`src/rtl/biriscv_v_wb_arbiter_pkg.sv`:
```
// Shared vector writeback definitions: default register width, register-index
// width, the x0/v0 "no write" index and the arbiter state encoding.
package biriscv_v_pkg;

  localparam int VLEN_DEFAULT = 128;
  localparam int REG_W        = 5;
  localparam int NUM_REGS     = 1 << REG_W;

  localparam logic [REG_W-1:0] REG_ZERO = '0;

  // Arbitration state: normal round-robin, or locked onto an LSU burst
  typedef enum logic {
    ARB      = 1'b0,
    LOCK_LSU = 1'b1
  } arb_state_t;

  // Round-robin priority pointer: which requester wins a tie
  typedef enum logic {
    PTR_ALU = 1'b0,
    PTR_LSU = 1'b1
  } arb_ptr_t;

endpackage

```
`src/rtl/biriscv_v_wb_arbiter_if.sv`:
```
// Writeback bus between the vector ALU / load unit / issue stage and the
// writeback arbiter. The master modport is the requesting side, the slave
// modport is the arbiter.
interface biriscv_v_wb_arbiter_if #(
  parameter int VLEN = 128
);

  logic             alu_valid_i;
  logic [4:0]       alu_rd_i;
  logic [VLEN-1:0]  alu_data_i;
  logic             alu_ready_o;

  logic             lsu_valid_i;
  logic [4:0]       lsu_rd_i;
  logic [VLEN-1:0]  lsu_data_i;
  logic             lsu_last_i;
  logic             lsu_ready_o;

  logic             issue_valid_i;
  logic [4:0]       issue_rd_i;
  logic [4:0]       rs1_i;
  logic [4:0]       rs2_i;
  logic             hazard_o;

  logic [4:0]       rd0_o;
  logic [VLEN-1:0]  rd0_value_o;
  logic [31:0]      busy_o;

  modport master (
    output alu_valid_i, alu_rd_i, alu_data_i,
    input  alu_ready_o,
    output lsu_valid_i, lsu_rd_i, lsu_data_i, lsu_last_i,
    input  lsu_ready_o,
    output issue_valid_i, issue_rd_i, rs1_i, rs2_i,
    input  hazard_o,
    input  rd0_o, rd0_value_o, busy_o
  );

  modport slave (
    input  alu_valid_i, alu_rd_i, alu_data_i,
    output alu_ready_o,
    input  lsu_valid_i, lsu_rd_i, lsu_data_i, lsu_last_i,
    output lsu_ready_o,
    input  issue_valid_i, issue_rd_i, rs1_i, rs2_i,
    output hazard_o,
    output rd0_o, rd0_value_o, busy_o
  );

endinterface

```
`src/rtl/biriscv_v_wb_arbiter_scoreboard.sv`:
```
// Vector register scoreboard: one pending-write bit per register, set on
// issue and cleared when the write reaches the register file. A set in the
// same cycle as a clear wins, and register 0 is never tracked.
module biriscv_v_scoreboard
  import biriscv_v_pkg::*;
(
  input  logic              clk_i,
  input  logic              rst_i,
  input  logic              issue_valid_i,
  input  logic [REG_W-1:0]  issue_rd_i,
  input  logic [REG_W-1:0]  rs1_i,
  input  logic [REG_W-1:0]  rs2_i,
  input  logic [REG_W-1:0]  wr_rd_i,
  output logic              hazard_o,
  output logic [NUM_REGS-1:0] busy_o
);

  logic [NUM_REGS-1:0] busy_q;
  logic [NUM_REGS-1:0] busy_d;

  // Next pending set: clear the written register first so a new reservation wins
  always_comb begin
    busy_d = busy_q;
    if (wr_rd_i != REG_ZERO) begin
      busy_d[wr_rd_i] = 1'b0;
    end
    if (issue_valid_i && (issue_rd_i != REG_ZERO)) begin
      busy_d[issue_rd_i] = 1'b1;
    end
    busy_d[0] = 1'b0;
  end

  // Pending-write register, cleared by the synchronous active-low reset
  always_ff @(posedge clk_i) begin
    if (!rst_i) begin
      busy_q <= '0;
    end else begin
      busy_q <= busy_d;
    end
  end

  // Stall the candidate when any operand or its destination is still pending
  always_comb begin
    hazard_o = busy_q[rs1_i] | busy_q[rs2_i] | busy_q[issue_rd_i];
  end

  assign busy_o = busy_q;

endmodule

```
`src/rtl/biriscv_v_wb_arbiter.sv`:
```
// Vector writeback arbiter: round-robin between the vector ALU and the vector
// load unit onto the single register-file write port, registered one cycle.
// Optional macro BIRISCV_V_WB_LOCK_EN holds the port for a whole LSU burst
// (until lsu_last_i); without it every beat is arbitrated independently.
module biriscv_v_wb_arbiter
  import biriscv_v_pkg::*;
#(
  parameter int VLEN = VLEN_DEFAULT
)(
  input  logic                  clk_i,
  input  logic                  rst_i,
  biriscv_v_wb_arbiter_if.slave bus
);

  arb_ptr_t          ptr_q;
  arb_ptr_t          ptr_d;
  logic              alu_ready;
  logic              lsu_ready;
  logic              alu_grant;
  logic              lsu_grant;
  logic [REG_W-1:0]  rd0_q;
  logic [VLEN-1:0]   rd0_value_q;

`ifdef BIRISCV_V_WB_LOCK_EN
  arb_state_t        state_q;
  arb_state_t        state_d;

  // Arbitration state register; reset abandons any LSU burst in progress
  always_ff @(posedge clk_i) begin
    if (!rst_i) begin
      state_q <= ARB;
    end else begin
      state_q <= state_d;
    end
  end
`endif

  // Ready/grant decode and next state; nothing is granted while in reset
  always_comb begin
    alu_ready = 1'b0;
    lsu_ready = 1'b0;
`ifdef BIRISCV_V_WB_LOCK_EN
    state_d   = state_q;
`endif
    if (rst_i) begin
`ifdef BIRISCV_V_WB_LOCK_EN
      if (state_q == LOCK_LSU) begin
        lsu_ready = bus.lsu_valid_i;
      end else
`endif
      if (bus.alu_valid_i && bus.lsu_valid_i) begin
        alu_ready = (ptr_q == PTR_ALU);
        lsu_ready = (ptr_q == PTR_LSU);
      end else begin
        alu_ready = bus.alu_valid_i;
        lsu_ready = bus.lsu_valid_i;
      end
    end
    alu_grant = bus.alu_valid_i & alu_ready;
    lsu_grant = bus.lsu_valid_i & lsu_ready;
`ifdef BIRISCV_V_WB_LOCK_EN
    if (lsu_grant) begin
      state_d = bus.lsu_last_i ? ARB : LOCK_LSU;
    end
`endif
  end

  // Priority pointer moves to whichever requester was not just granted
  always_comb begin
    ptr_d = ptr_q;
    if (alu_grant) begin
      ptr_d = PTR_LSU;
    end else if (lsu_grant) begin
      ptr_d = PTR_ALU;
    end
  end

  // Pointer register, ALU has priority out of reset
  always_ff @(posedge clk_i) begin
    if (!rst_i) begin
      ptr_q <= PTR_ALU;
    end else begin
      ptr_q <= ptr_d;
    end
  end

  // Write stage: granted beat goes to the regfile next cycle, data holds when idle
  always_ff @(posedge clk_i) begin
    if (!rst_i) begin
      rd0_q       <= REG_ZERO;
      rd0_value_q <= '0;
    end else if (alu_grant) begin
      rd0_q       <= bus.alu_rd_i;
      rd0_value_q <= bus.alu_data_i;
    end else if (lsu_grant) begin
      rd0_q       <= bus.lsu_rd_i;
      rd0_value_q <= bus.lsu_data_i;
    end else begin
      rd0_q       <= REG_ZERO;
    end
  end

  biriscv_v_scoreboard u_scoreboard (
    .clk_i         (clk_i),
    .rst_i         (rst_i),
    .issue_valid_i (bus.issue_valid_i),
    .issue_rd_i    (bus.issue_rd_i),
    .rs1_i         (bus.rs1_i),
    .rs2_i         (bus.rs2_i),
    .wr_rd_i       (rd0_q),
    .hazard_o      (bus.hazard_o),
    .busy_o        (bus.busy_o)
  );

  assign bus.alu_ready_o = alu_ready;
  assign bus.lsu_ready_o = lsu_ready;
  assign bus.rd0_o       = rd0_q;
  assign bus.rd0_value_o = rd0_value_q;

endmodule

```
`src/flat_wrapper.sv`:
```
// flat-port wrapper written by rule: the top's interface ports become plain ports
module biriscv_v_wb_arbiter_flat import biriscv_v_pkg::*;
#(
  parameter int VLEN = VLEN_DEFAULT
)
  (clk_i, rst_i, bus_alu_valid_i, bus_alu_rd_i, bus_alu_data_i, bus_alu_ready_o, bus_lsu_valid_i, bus_lsu_rd_i, bus_lsu_data_i, bus_lsu_last_i, bus_lsu_ready_o, bus_issue_valid_i, bus_issue_rd_i, bus_rs1_i, bus_rs2_i, bus_hazard_o, bus_rd0_o, bus_rd0_value_o, bus_busy_o);
  biriscv_v_wb_arbiter_if #(.VLEN(VLEN)) bus_i ();
  input  logic clk_i;
  input  logic rst_i;
  input wire logic [$bits(bus_i.alu_valid_i)-1:0] bus_alu_valid_i;
  input wire logic [$bits(bus_i.alu_rd_i)-1:0] bus_alu_rd_i;
  input wire logic [$bits(bus_i.alu_data_i)-1:0] bus_alu_data_i;
  output wire logic [$bits(bus_i.alu_ready_o)-1:0] bus_alu_ready_o;
  input wire logic [$bits(bus_i.lsu_valid_i)-1:0] bus_lsu_valid_i;
  input wire logic [$bits(bus_i.lsu_rd_i)-1:0] bus_lsu_rd_i;
  input wire logic [$bits(bus_i.lsu_data_i)-1:0] bus_lsu_data_i;
  input wire logic [$bits(bus_i.lsu_last_i)-1:0] bus_lsu_last_i;
  output wire logic [$bits(bus_i.lsu_ready_o)-1:0] bus_lsu_ready_o;
  input wire logic [$bits(bus_i.issue_valid_i)-1:0] bus_issue_valid_i;
  input wire logic [$bits(bus_i.issue_rd_i)-1:0] bus_issue_rd_i;
  input wire logic [$bits(bus_i.rs1_i)-1:0] bus_rs1_i;
  input wire logic [$bits(bus_i.rs2_i)-1:0] bus_rs2_i;
  output wire logic [$bits(bus_i.hazard_o)-1:0] bus_hazard_o;
  output wire logic [$bits(bus_i.rd0_o)-1:0] bus_rd0_o;
  output wire logic [$bits(bus_i.rd0_value_o)-1:0] bus_rd0_value_o;
  output wire logic [$bits(bus_i.busy_o)-1:0] bus_busy_o;
  assign bus_i.alu_valid_i = bus_alu_valid_i;
  assign bus_i.alu_rd_i = bus_alu_rd_i;
  assign bus_i.alu_data_i = bus_alu_data_i;
  assign bus_alu_ready_o = bus_i.alu_ready_o;
  assign bus_i.lsu_valid_i = bus_lsu_valid_i;
  assign bus_i.lsu_rd_i = bus_lsu_rd_i;
  assign bus_i.lsu_data_i = bus_lsu_data_i;
  assign bus_i.lsu_last_i = bus_lsu_last_i;
  assign bus_lsu_ready_o = bus_i.lsu_ready_o;
  assign bus_i.issue_valid_i = bus_issue_valid_i;
  assign bus_i.issue_rd_i = bus_issue_rd_i;
  assign bus_i.rs1_i = bus_rs1_i;
  assign bus_i.rs2_i = bus_rs2_i;
  assign bus_hazard_o = bus_i.hazard_o;
  assign bus_rd0_o = bus_i.rd0_o;
  assign bus_rd0_value_o = bus_i.rd0_value_o;
  assign bus_busy_o = bus_i.busy_o;
  biriscv_v_wb_arbiter #(.VLEN(VLEN)) u_core (.clk_i(clk_i), .rst_i(rst_i), .bus(bus_i));
endmodule
```
`config.mk`:
```
export PLATFORM = sky130hd
export DESIGN_NAME = biriscv_v_wb_arbiter_flat
export DESIGN_NICKNAME = d
export VERILOG_FILES = /design/src/rtl/biriscv_v_wb_arbiter_pkg.sv /design/src/rtl/biriscv_v_wb_arbiter_if.sv /design/src/rtl/biriscv_v_wb_arbiter_scoreboard.sv /design/src/rtl/biriscv_v_wb_arbiter.sv /design/src/flat_wrapper.sv
export SDC_FILE = /design/constraint.sdc
export NUM_CORES = 1
export LEC_CHECK = 0
export CORE_AREA = 8 8 172 174
export DETAILED_ROUTE_END_ITERATION = 16
export DIE_AREA = 0 0 180 182
export GPL_ROUTABILITY_DRIVEN = 0
export GPL_TIMING_DRIVEN = 0
export PLACE_DENSITY = 0.7
export SLEW_MARGIN = 20
export SYNTH_ARGS = -nofsm -noshare
export SYNTH_HDL_FRONTEND = slang
export SYNTH_HIERARCHICAL = 1
export SYNTH_SLANG_ARGS = --single-unit
```
`constraint.sdc`:
```
create_clock -name clk_i -period 4.44 [get_ports clk_i]
set_input_delay 0.888 -clock clk_i [delete_from_list [all_inputs] [get_ports clk_i]]
set_output_delay 0.888 -clock clk_i [all_outputs]
set_load 0.01 [all_outputs]
```
==> impl_metrics.env, run 1 <==
export IMPL_status="finished, final reports clean"
export IMPL_startpoint_type="input port"
export IMPL_dieArea_um2=32760
export IMPL_holdBufCountCts=0
export IMPL_rsz0062_at_grt="no"
export IMPL_finClkSkew_ps=16.35
export IMPL_ys_seq_area_share_pct=36.45
export IMPL_yosysWarnings=6
export IMPL_synthesis_area_um2=9061
export IMPL_clk_pin_slew_ps=70
export IMPL_first_pass_iters=5
export IMPL_grt_pass1_vias=9903
export IMPL_num_antenna_cells=0
export IMPL_crit_path_max_fanout=6
export IMPL_worstReg2RegEnd="u_core/bus.rd0_value_o[13]"
export IMPL_slew_violations=0
export IMPL_ir_drop_mv=0.1738
export IMPL_htreeDepth=4
export IMPL_portBuffers=445
export IMPL_total_leakage_power_nw=5.089
export IMPL_tightest_slew_ps=903.9
export IMPL_start_util_pct=34.00
export IMPL_drt_initial_drc_count=609
export IMPL_clk_latency_ps=420
export IMPL_critPathLaunch="bus_issue_rd_i[3]"
export IMPL_maxSlewHeadroom_pct=39.61
export IMPL_ys_flop_type="dfxtp_1"
export IMPL_endpoint="bus_hazard_o"
export IMPL_total_power_mw=4.205
export IMPL_finalSetupTns_ps=0
export IMPL_final_cell_count_no_fill=1803
export IMPL_drc_errors=0
export IMPL_async_reset_ff_share_pct=0
export IMPL_synthTopCellsByArea="dfxtp_1 (36%), o311ai_4 (14%), nand2_1 (12%), nand3_1 (7.4%), o311ai_0 (7.2%)"
export IMPL_num_rows=60
export IMPL_placed_cells=1771
export IMPL_grt_max_degree=17
export IMPL_antenna_found_initial=2
export IMPL_setup_viol=0
export IMPL_nets=1736
export IMPL_clock_sinks=165
export IMPL_worstSetupPathType="in2out"
export IMPL_cap_violations=0
export IMPL_fp_dieW_um=180
export IMPL_synth_fp_nets=1272
export IMPL_synth_top_cell_area_share_pct=36.45
export IMPL_drive_gt1_share_pct=9.850
export IMPL_fill_cells=2479
export IMPL_wl_per_cell_um=22.31
export IMPL_worstHoldPathType="reg2reg"
export IMPL_hpwl_um=31890
export IMPL_cts_tree="built"
export IMPL_core_area_um2=26650
export IMPL_cts_buffers_inserted=17
export IMPL_grt_pass1_wl_um=60930
export IMPL_finalWirelength_um=40230
export IMPL_cp_required_ps=3550
export IMPL_hold_violations=0
export IMPL_ant_nets=0
export IMPL_viasPerCell=5.349
export IMPL_netlist_instances=985
export IMPL_synth_edf_count=0
export IMPL_fp_dieH_um=182
export IMPL_syn2layout_area_growth_pct=60.26
export IMPL_fin_crit_ps=4067
export IMPL_clockBufferDepth=2
export IMPL_post_cts_buffers=0
export IMPL_fin_util_pct=54.49
export IMPL_hold_slack_ps=468.1
export IMPL_synth_seq_cells=165
export IMPL_grt_overflow=0
export IMPL_ioPinCount=455
export IMPL_arrival_ps=3180
export IMPL_ys_types=44
export IMPL_r2r_setup_slack_ps=2530
export IMPL_vias=9645
export IMPL_cts_resized_gates=0
export IMPL_cts_root_buf="clkbuf_16"
export IMPL_fmax_ghz=0.2459
export IMPL_r2r_cells=5
export IMPL_rr_startpoint="u_core/ptr_q"
export IMPL_synth_largest_area_cell="dfxtp_1"
export IMPL_period_share_pct=91.59
export IMPL_crit_path_end_kind="output port"
export IMPL_syn_area_per_cell_um2=9.199
export IMPL_power_density_nw_per_um2=289.6
export IMPL_grt_use_total_pct=23.65
worst max-delay path, cell delays in order:
cell	delay (ps)
clkdlybuf4s50_1	500
nor3b_1	750
a22oi_1	200
nand3_1	160
a21oi_1	70
nand3_1	70
clkdlybuf4s50_1	540
cells in the final DEF, fill, tap and decap left out, types with 17 or more instances in the layout:
master           synthesis  final
clkdlybuf4s50_1          0    445
o311ai_4                50     50
o311ai_0                74     74
nand2_1                294    294
buf_2                   19     19
dfxtp_1                165    165
nand3_1                134    134
o21ai_0                 31     31
a21boi_0                31     31
clkbuf_16                0     17
clkbuf_1                69     70
power breakdown:
group	switching (mW)	internal, mW	total [mW]	leakage [nW]
combinational	0.482	0.597	1.08	3.44
sequential	0.0721	1.60	1.67	1.37
clock	0.683	0.770	1.45	0.282
total	1.24	2.97	4.21	5.09
layout make-up:
| class | instances | area [µm²] | area share [%] |
|---|---|---|---|
| repair buffers | 445 | 4454 | 30.67 |
| flip-flops and latches | 165 | 3303 | 22.75 |
| clock inverters | 12 | 117.6 | 0.8099 |
| well taps | 341 | 426.7 | 2.938 |
| multi-input cells | 714 | 5240 | 36.08 |
| plain buffers | 104 | 515.5 | 3.550 |
| inverters | 2 | 7.507 | 0.05170 |
| clock buffers | 20 | 456.7 | 3.145 |
cell usage after synthesis (3+ instances only):
library cell	count
buf_6	6
mux4_1	6
a22oi_1	3
nand4b_1	3
buf_2	19
nor3b_1	6
o21ai_0	31
a21boi_0	31
o311ai_2	4
buf_4	3
mux4_2	10
mux2i_1	11
nor2_1	4
a21oi_1	5
nand3b_1	3
buf_8	4
buf_1	3
and3b_1	4
mux2_2	11
o311ai_0	74
nand3_1	134
o311ai_4	50
clkbuf_1	69
a22o_1	6
dfxtp_1	165
nand2_1	294
per-layer routing:
layer,global-route usage (%),wire length [µm],vias up
li1,-,-,4565
met1,27.84,16170,4594
met2,40.96,20130,432
met3,7.605,3146,50
met4,6.135,758,4
met5,0,27,-
cell families (layout without fill, tap and decap cells):
kind of cell           Yosys count  count (layout)  share of synthesized area (%)
AO/OA/AOI/OAI                  210             210                          28.40
buffers and inverters          106             583                          5.772
flip-flops                     165             165                          36.45
multiplexers                    38              38                          6.808
other                            1               1                        0.04139
AND/OR/NAND/NOR                465             465                          22.52
worst min path at each step:
stage / start / slack, ps / endpoint / cells after the start
detailed placement: u_core/bus.rd0_value_o[117] / 450 / u_core/bus.rd0_value_o[117] / 2
floorplan: u_core/ptr_q / 480 / u_core/ptr_q / 1
finish: u_core/bus.rd0_value_o[117] / 470 / u_core/bus.rd0_value_o[117] / 2
CTS: u_core/bus.rd0_value_o[117] / 470 / u_core/bus.rd0_value_o[117] / 2
global placement: u_core/bus.rd0_value_o[35] / 450 / u_core/bus.rd0_value_o[35] / 2
global route: u_core/bus.rd0_value_o[127] / 490 / u_core/bus.rd0_value_o[127] / 2
state kept, by name, summed over array words and instances (netlist names):
| register | cells |
|---|---|
| u_core/ptr_q | 1 |
| u_core/bus.rd0_o | 5 |
| u_core/bus.rd0_value_o | 128 |
| u_core/u_scoreboard/busy_o | 31 |
through the flow:
stage          setup WS (ps)  instance area, µm²
4_1_cts                173.9               14520
5_1_grt                210.4               14520
3_3_place_gp           170.9               13940
2_1_floorplan           1390                9061
3_5_place_dp           190.3               13940
6_report               373.5               14520
(Power assumes the default switching activity.)
==> run 2, diff against run 1 <==
--- a/config.mk
+++ b/config.mk
@@ -10,7 +10,7 @@
 export DIE_AREA = 0 0 180 182
 export GPL_ROUTABILITY_DRIVEN = 0
 export GPL_TIMING_DRIVEN = 0
-export PLACE_DENSITY = 0.7
+export PLACE_DENSITY = 0.76
 export SLEW_MARGIN = 20
 export SYNTH_ARGS = -nofsm -noshare
 export SYNTH_HDL_FRONTEND = slang
==> run 2 against run 1 <==
Compared with the run above: via count increased by 0.40%; worst setup slack lost 53 ps; critical path depth is 1 higher; sequential share of layout area shrank 0.061 points; core utilization rose by 0.15 points; wire length about the same; register-to-register slack worse by 70 ps; sequential power about the same; critical path type unchanged; largest cell class unchanged.
==> impl_metrics.env, run 2 (same netlist as run 1, synthesis figures left out) <==
export IMPL_portBuffers=445
export IMPL_drive_gt1_share_pct=9.788
export IMPL_cap_violations=0
export IMPL_setup_viol=0
export IMPL_period_share_pct=92.79
export IMPL_hold_violations=0
export IMPL_placed_cells=1771
export IMPL_fmax_ghz=0.2427
export IMPL_first_pass_iters=5
export IMPL_maxSlewHeadroom_pct=38.98
export IMPL_antenna_found_initial=4
export IMPL_total_power_mw=4.340
export IMPL_vias=9684
export IMPL_viasPerCell=5.374
export IMPL_cp_required_ps=3550
export IMPL_p_comb_share_pct=25.0
export IMPL_final_cell_mix="clkdlybuf4s50_1 (445), nand2_1 (294), dfxtp_1 (165), nand3_1 (134), o311ai_0 (74)"
export IMPL_tightest_slew_ps=915.3
export IMPL_cts_root_buf="clkbuf_16"
export IMPL_clock_power_share_pct=36.5
export IMPL_clk_latency_ps=410
export IMPL_startpoint_type="input port"
export IMPL_clock_sinks=165
export IMPL_slew_violations=0
export IMPL_worstHoldPathType="reg2reg"
export IMPL_dieArea_um2=32760
export IMPL_finClkSkew_ps=11.01
export IMPL_arrival_ps=3230
export IMPL_status="finished, final reports clean"
export IMPL_largest_reg_flops=128
export IMPL_cts_buffers_inserted=17
export IMPL_critPathLaunch="bus_issue_rd_i[2]"
export IMPL_ant_nets=0
export IMPL_fin_crit_ps=4120
export IMPL_num_antenna_cells=0
export IMPL_final_common_cell="clkdlybuf4s50_1"
export IMPL_clk_pin_slew_ps=70
export IMPL_fin_util_pct=54.63
export IMPL_switching_share_pct=28.33
export IMPL_grt_pass1_vias=10240
export IMPL_wl_per_cell_um=22.35
export IMPL_syn2layout_area_growth_pct=60.69
export IMPL_nets=1736
export IMPL_num_rows=60
export IMPL_rsz0062_at_grt="no"
export IMPL_ir_drop_mv=0.2241
export IMPL_core_area_um2=26650
export IMPL_hpwl_um=32190
export IMPL_grt_pass1_wl_um=60930
export IMPL_worstSetupPathType="in2out"
export IMPL_finalWirelength_um=40270
export IMPL_ioPinCount=455
export IMPL_crit_path_end_kind="output port"
export IMPL_drt_initial_drc_count=664
export IMPL_grt_use_total_pct=23.68
export IMPL_fp_dieH_um=182
export IMPL_crit_path_max_fanout=10
export IMPL_start_util_pct=34.00
export IMPL_fp_dieW_um=180
export IMPL_total_leakage_power_nw=5.097
export IMPL_finalSetupTns_ps=0
export IMPL_holdBufCountCts=0
export IMPL_seq_power_share_pct=38.5
export IMPL_drc_errors=0
export IMPL_cts_tree="built"
export IMPL_p_int_mw=3.111
export IMPL_worstHoldStart="u_core/bus.rd0_value_o[119]"
export IMPL_p_switching_mw=1.229
export IMPL_final_cell_count_no_fill=1802
export IMPL_grt_max_degree=17
export IMPL_rr_startpoint="u_core/ptr_q"
export IMPL_grt_overflow=0
export IMPL_htreeDepth=4
export IMPL_clockBufferDepth=2
export IMPL_power_density_nw_per_um2=298.1
==> run 2: routing by layer <==
layer,global-route usage [%],routed length [µm],share of wire [%]
met4,7.536,980,2.4
met3,7.206,2983,7.4
met2,43.62,21010,52
met5,0,55,0.14
met1,25.58,15230,38
==> run 2: metrics by stage <==
step / area [µm²] / hold WS [ps] / setup slack (ps)
finish: 14560 / 470.5 / 320.1
global route: 14560 / 498.1 / 204.3
CTS: 14560 / 473.7 / 135.7
detailed placement: 13940 / 457.2 / 158.2
global placement: 13940 / 449.8 / 130.3
floorplan: 9061 / 482.7 / 1390
==> run 2: critical path: stages <==
cell             delay [ps]
clkdlybuf4s50_1         540
clkbuf_1                320
nor3b_2                 450
a22oi_1                 180
nand3_1                 150
a21oi_1                  80
nand3_1                  80
clkdlybuf4s50_1         540
==> run 2: final timing paths <==
| path | slack, ps | depth (start not counted) | endpoint |
|---|---|---|---|
| min reg2reg | 470 | 2 | u_core/bus.rd0_value_o[119] |
| max | 320 | 8 | bus_hazard_o |
| min | 470 | 2 | u_core/bus.rd0_value_o[119] |
| max reg2reg | 2460 | 5 | u_core/bus.rd0_value_o[45] |
==> run 2: layout make-up <==
type / instances / area, µm²
Buffer: 104 / 515.5
Fill cell: 2418 / 12090
Sequential cell: 165 / 3303
Inverter: 2 / 7.507
Clock buffer: 19 / 442.9
Multi-Input combinational cell: 714 / 5240
Timing Repair Buffer: 445 / 4454
Tap cell: 341 / 426.7
Clock inverter: 12 / 170.2
==> run 2: power groups by stage <==
stage	logic, mW	clock network, mW	registers (mW)
after CTS	1.09	1.62	1.67
after global placement	1.07	0	1.70
after global routing	1.15	1.68	1.69
after detailed placement	1.09	0	1.70
after floorplan	0.390	0	1.75
final	1.08	1.59	1.67
==> run 2: repair_timing <==
item                                    CTS  global route
endpoints found under the setup margin    0             1
setup buffers                             0             0
gates resized for setup                   0             1
==> run 3, diff against run 2 <==
--- a/config.mk
+++ b/config.mk
@@ -5,12 +5,12 @@
 export SDC_FILE = /design/constraint.sdc
 export NUM_CORES = 1
 export LEC_CHECK = 0
-export CORE_AREA = 8 8 172 174
+export CORE_AREA = 3 3 177 179
 export DETAILED_ROUTE_END_ITERATION = 16
 export DIE_AREA = 0 0 180 182
 export GPL_ROUTABILITY_DRIVEN = 0
 export GPL_TIMING_DRIVEN = 0
-export PLACE_DENSITY = 0.76
+export PLACE_DENSITY = 0.69
 export SLEW_MARGIN = 20
 export SYNTH_ARGS = -nofsm -noshare
 export SYNTH_HDL_FRONTEND = slang
==> run 3 against run 2 <==
Compared with the run above: clock power hardly changed; via count is 0.38% higher; critical path depth stayed put; die area stayed put.
==> impl_metrics.env, run 3 (same netlist as run 1, synthesis figures left out) <==
export IMPL_status="finished, final reports clean"
export IMPL_grt_max_degree=17
export IMPL_grt_pass1_wl_um=57860
export IMPL_antenna_found_initial=1
export IMPL_ir_drop_mv=0.2126
export IMPL_arrival_ps=3200
export IMPL_fp_dieH_um=182
export IMPL_viasPerCell=5.246
export IMPL_drc_errors=0
export IMPL_finalWirelength_um=38330
export IMPL_dieArea_um2=32760
export IMPL_crit_path_cell_trace="clkdlybuf4s50_1 -> clkbuf_1 -> nor3b_2 -> a22oi_1 -> nand3_1 -> a21oi_1 -> nand3_1 -> clkdlybuf4s50_1"
export IMPL_cts_tree="built"
export IMPL_drt_initial_drc_count=664
export IMPL_met2_usage_pct=37.93
export IMPL_ioPinCount=455
export IMPL_post_cts_buffers=0
export IMPL_core_area_um2=29720
export IMPL_clk_pin_slew_ps=70
export IMPL_ant_nets=0
export IMPL_worstSetupPathType="in2out"
export IMPL_final_common_cell="clkdlybuf4s50_1"
export IMPL_critical_path_top_delay_family="buffers and inverters"
export IMPL_grt_use_total_pct=22.34
export IMPL_clockBufferDepth=2
export IMPL_placed_cells=1820
export IMPL_wl_per_cell_um=20.68
export IMPL_path_buf_inv=3
export IMPL_final_cell_mix="clkdlybuf4s50_1 (445), nand2_1 (294), dfxtp_1 (165), nand3_1 (134), o311ai_0 (74)"
export IMPL_hpwl_um=29880
export IMPL_holdBufCountCts=0
export IMPL_power_density_nw_per_um2=295.2
export IMPL_vias=9721
export IMPL_slowest_stage="clkdlybuf4s50_1"
export IMPL_maxSlewHeadroom_pct=33.27
export IMPL_num_rows=63
export IMPL_grt_overflow=0
export IMPL_top_usage_layer="met2"
export IMPL_dp_slack_ps=168.5
export IMPL_start_util_pct=30.49
export IMPL_cpPeakStageDelay_ps=540
export IMPL_drive_gt1_share_pct=9.781
export IMPL_slew_violations=0
export IMPL_cp_required_ps=3550
export IMPL_tightest_slew_ps=1001
export IMPL_grt_pass1_vias=9802
export IMPL_finClkSkew_ps=14.35
export IMPL_grt_use_met3_pct=6.631
export IMPL_fmax_ghz=0.2445
export IMPL_fp_dieW_um=180
export IMPL_clock_sinks=165
export IMPL_rsz0062_at_grt="no"
export IMPL_total_power_mw=4.313
export IMPL_hold_slack_ps=467.3
export IMPL_cap_violations=0
export IMPL_startpoint_type="input port"
export IMPL_fill_cells=2785
export IMPL_hold_violations=0
export IMPL_period_share_pct=92.10
export IMPL_portBuffers=445
export IMPL_worstHoldPathType="reg2reg"
export IMPL_finalSetupTns_ps=0
export IMPL_syn2layout_area_growth_pct=61.25
export IMPL_first_pass_iters=7
export IMPL_largest_reg_flops=128
export IMPL_cts_root_buf="clkbuf_16"
export IMPL_final_cell_count_no_fill=1853
export IMPL_nets=1736
export IMPL_fin_crit_ps=4089
export IMPL_clk_latency_ps=430
export IMPL_cts_buffers_inserted=17
export IMPL_total_leakage_power_nw=5.093
export IMPL_grt_use_met1_pct=26.84
export IMPL_htreeDepth=4
export IMPL_setup_ws_ps=350.7
export IMPL_setup_viol=0
export IMPL_crit_path_max_fanout=10
export IMPL_crit_path_end_kind="output port"
-- run 3: cell types whose count changed in the layout (fill, tap and decap cells not counted), sizes merged --
| cell | change |
|---|---|
| clkinv | +3 |
| inv | -3 |
| clkbuf | +1 |
| diode | +1 |
-- run 3: worst reg2reg max path: cells and delay by family, from the launching register on --
kind,cells,cell delay [ps]
buffers and inverters,2,870
AOI/OAI and AO/OA,2,340
DFF,1,330
and+or+nand+nor,1,230
-- run 3: repair_timing --
item / 4_1_cts / 5_1_grt
setup endpoints to repair: 0 / 1
hold endpoints to repair: 0 / 0
gates resized for setup: 0 / 1
-- run 3: area by class of cell --
type / count / area (µm²) / share of cell area [%]
diodes: 1 / 2.502 / 0.01713
repair buffers: 445 / 4454 / 30.48
clock inverters: 12 / 153.9 / 1.053
flip-flops and latches: 165 / 3303 / 22.61
inverters: 2 / 7.507 / 0.05138
well taps: 390 / 488.0 / 3.340
multi-input cells: 714 / 5240 / 35.86
clock buffers: 20 / 446.7 / 3.057
plain buffers: 104 / 515.5 / 3.528
-- run 3: through the flow --
| step | utilization (%) | area, µm² |
|---|---|---|
| after global placement | 47.12 | 14000 |
| final | 49.17 | 14610 |
| after floorplan | - | 9061 |
| after CTS | 49.14 | 14600 |
| after global routing | 49.17 | 14610 |
| after detailed placement | 47.12 | 14000 |
-- run 3: worst paths after layout --
path	startpoint	endpoint	slack [ps]	cells after the start
worst max-delay path	bus_issue_rd_i[2]	bus_hazard_o	350	8
worst min register to register	u_core/bus.rd0_value_o[44]	u_core/bus.rd0_value_o[44]	470	2
worst min-delay path	u_core/bus.rd0_value_o[44]	u_core/bus.rd0_value_o[44]	470	2
worst max register to register	u_core/ptr_q	u_core/bus.rd0_value_o[55]	2580	5
-- run 3: routing by layer --
metal / vias up / wire length [µm]
met5: - / 0
met4: 0 / 1168
met1: 4632 / 15240
li1: 4572 / -
met3: 59 / 3111
met2: 458 / 18810
-- run 3: report_power, final --
group	internal [mW]	total (mW)	switching (mW)
registers	1.60	1.67	0.0733
clock network	0.902	1.56	0.660
logic	0.597	1.08	0.479
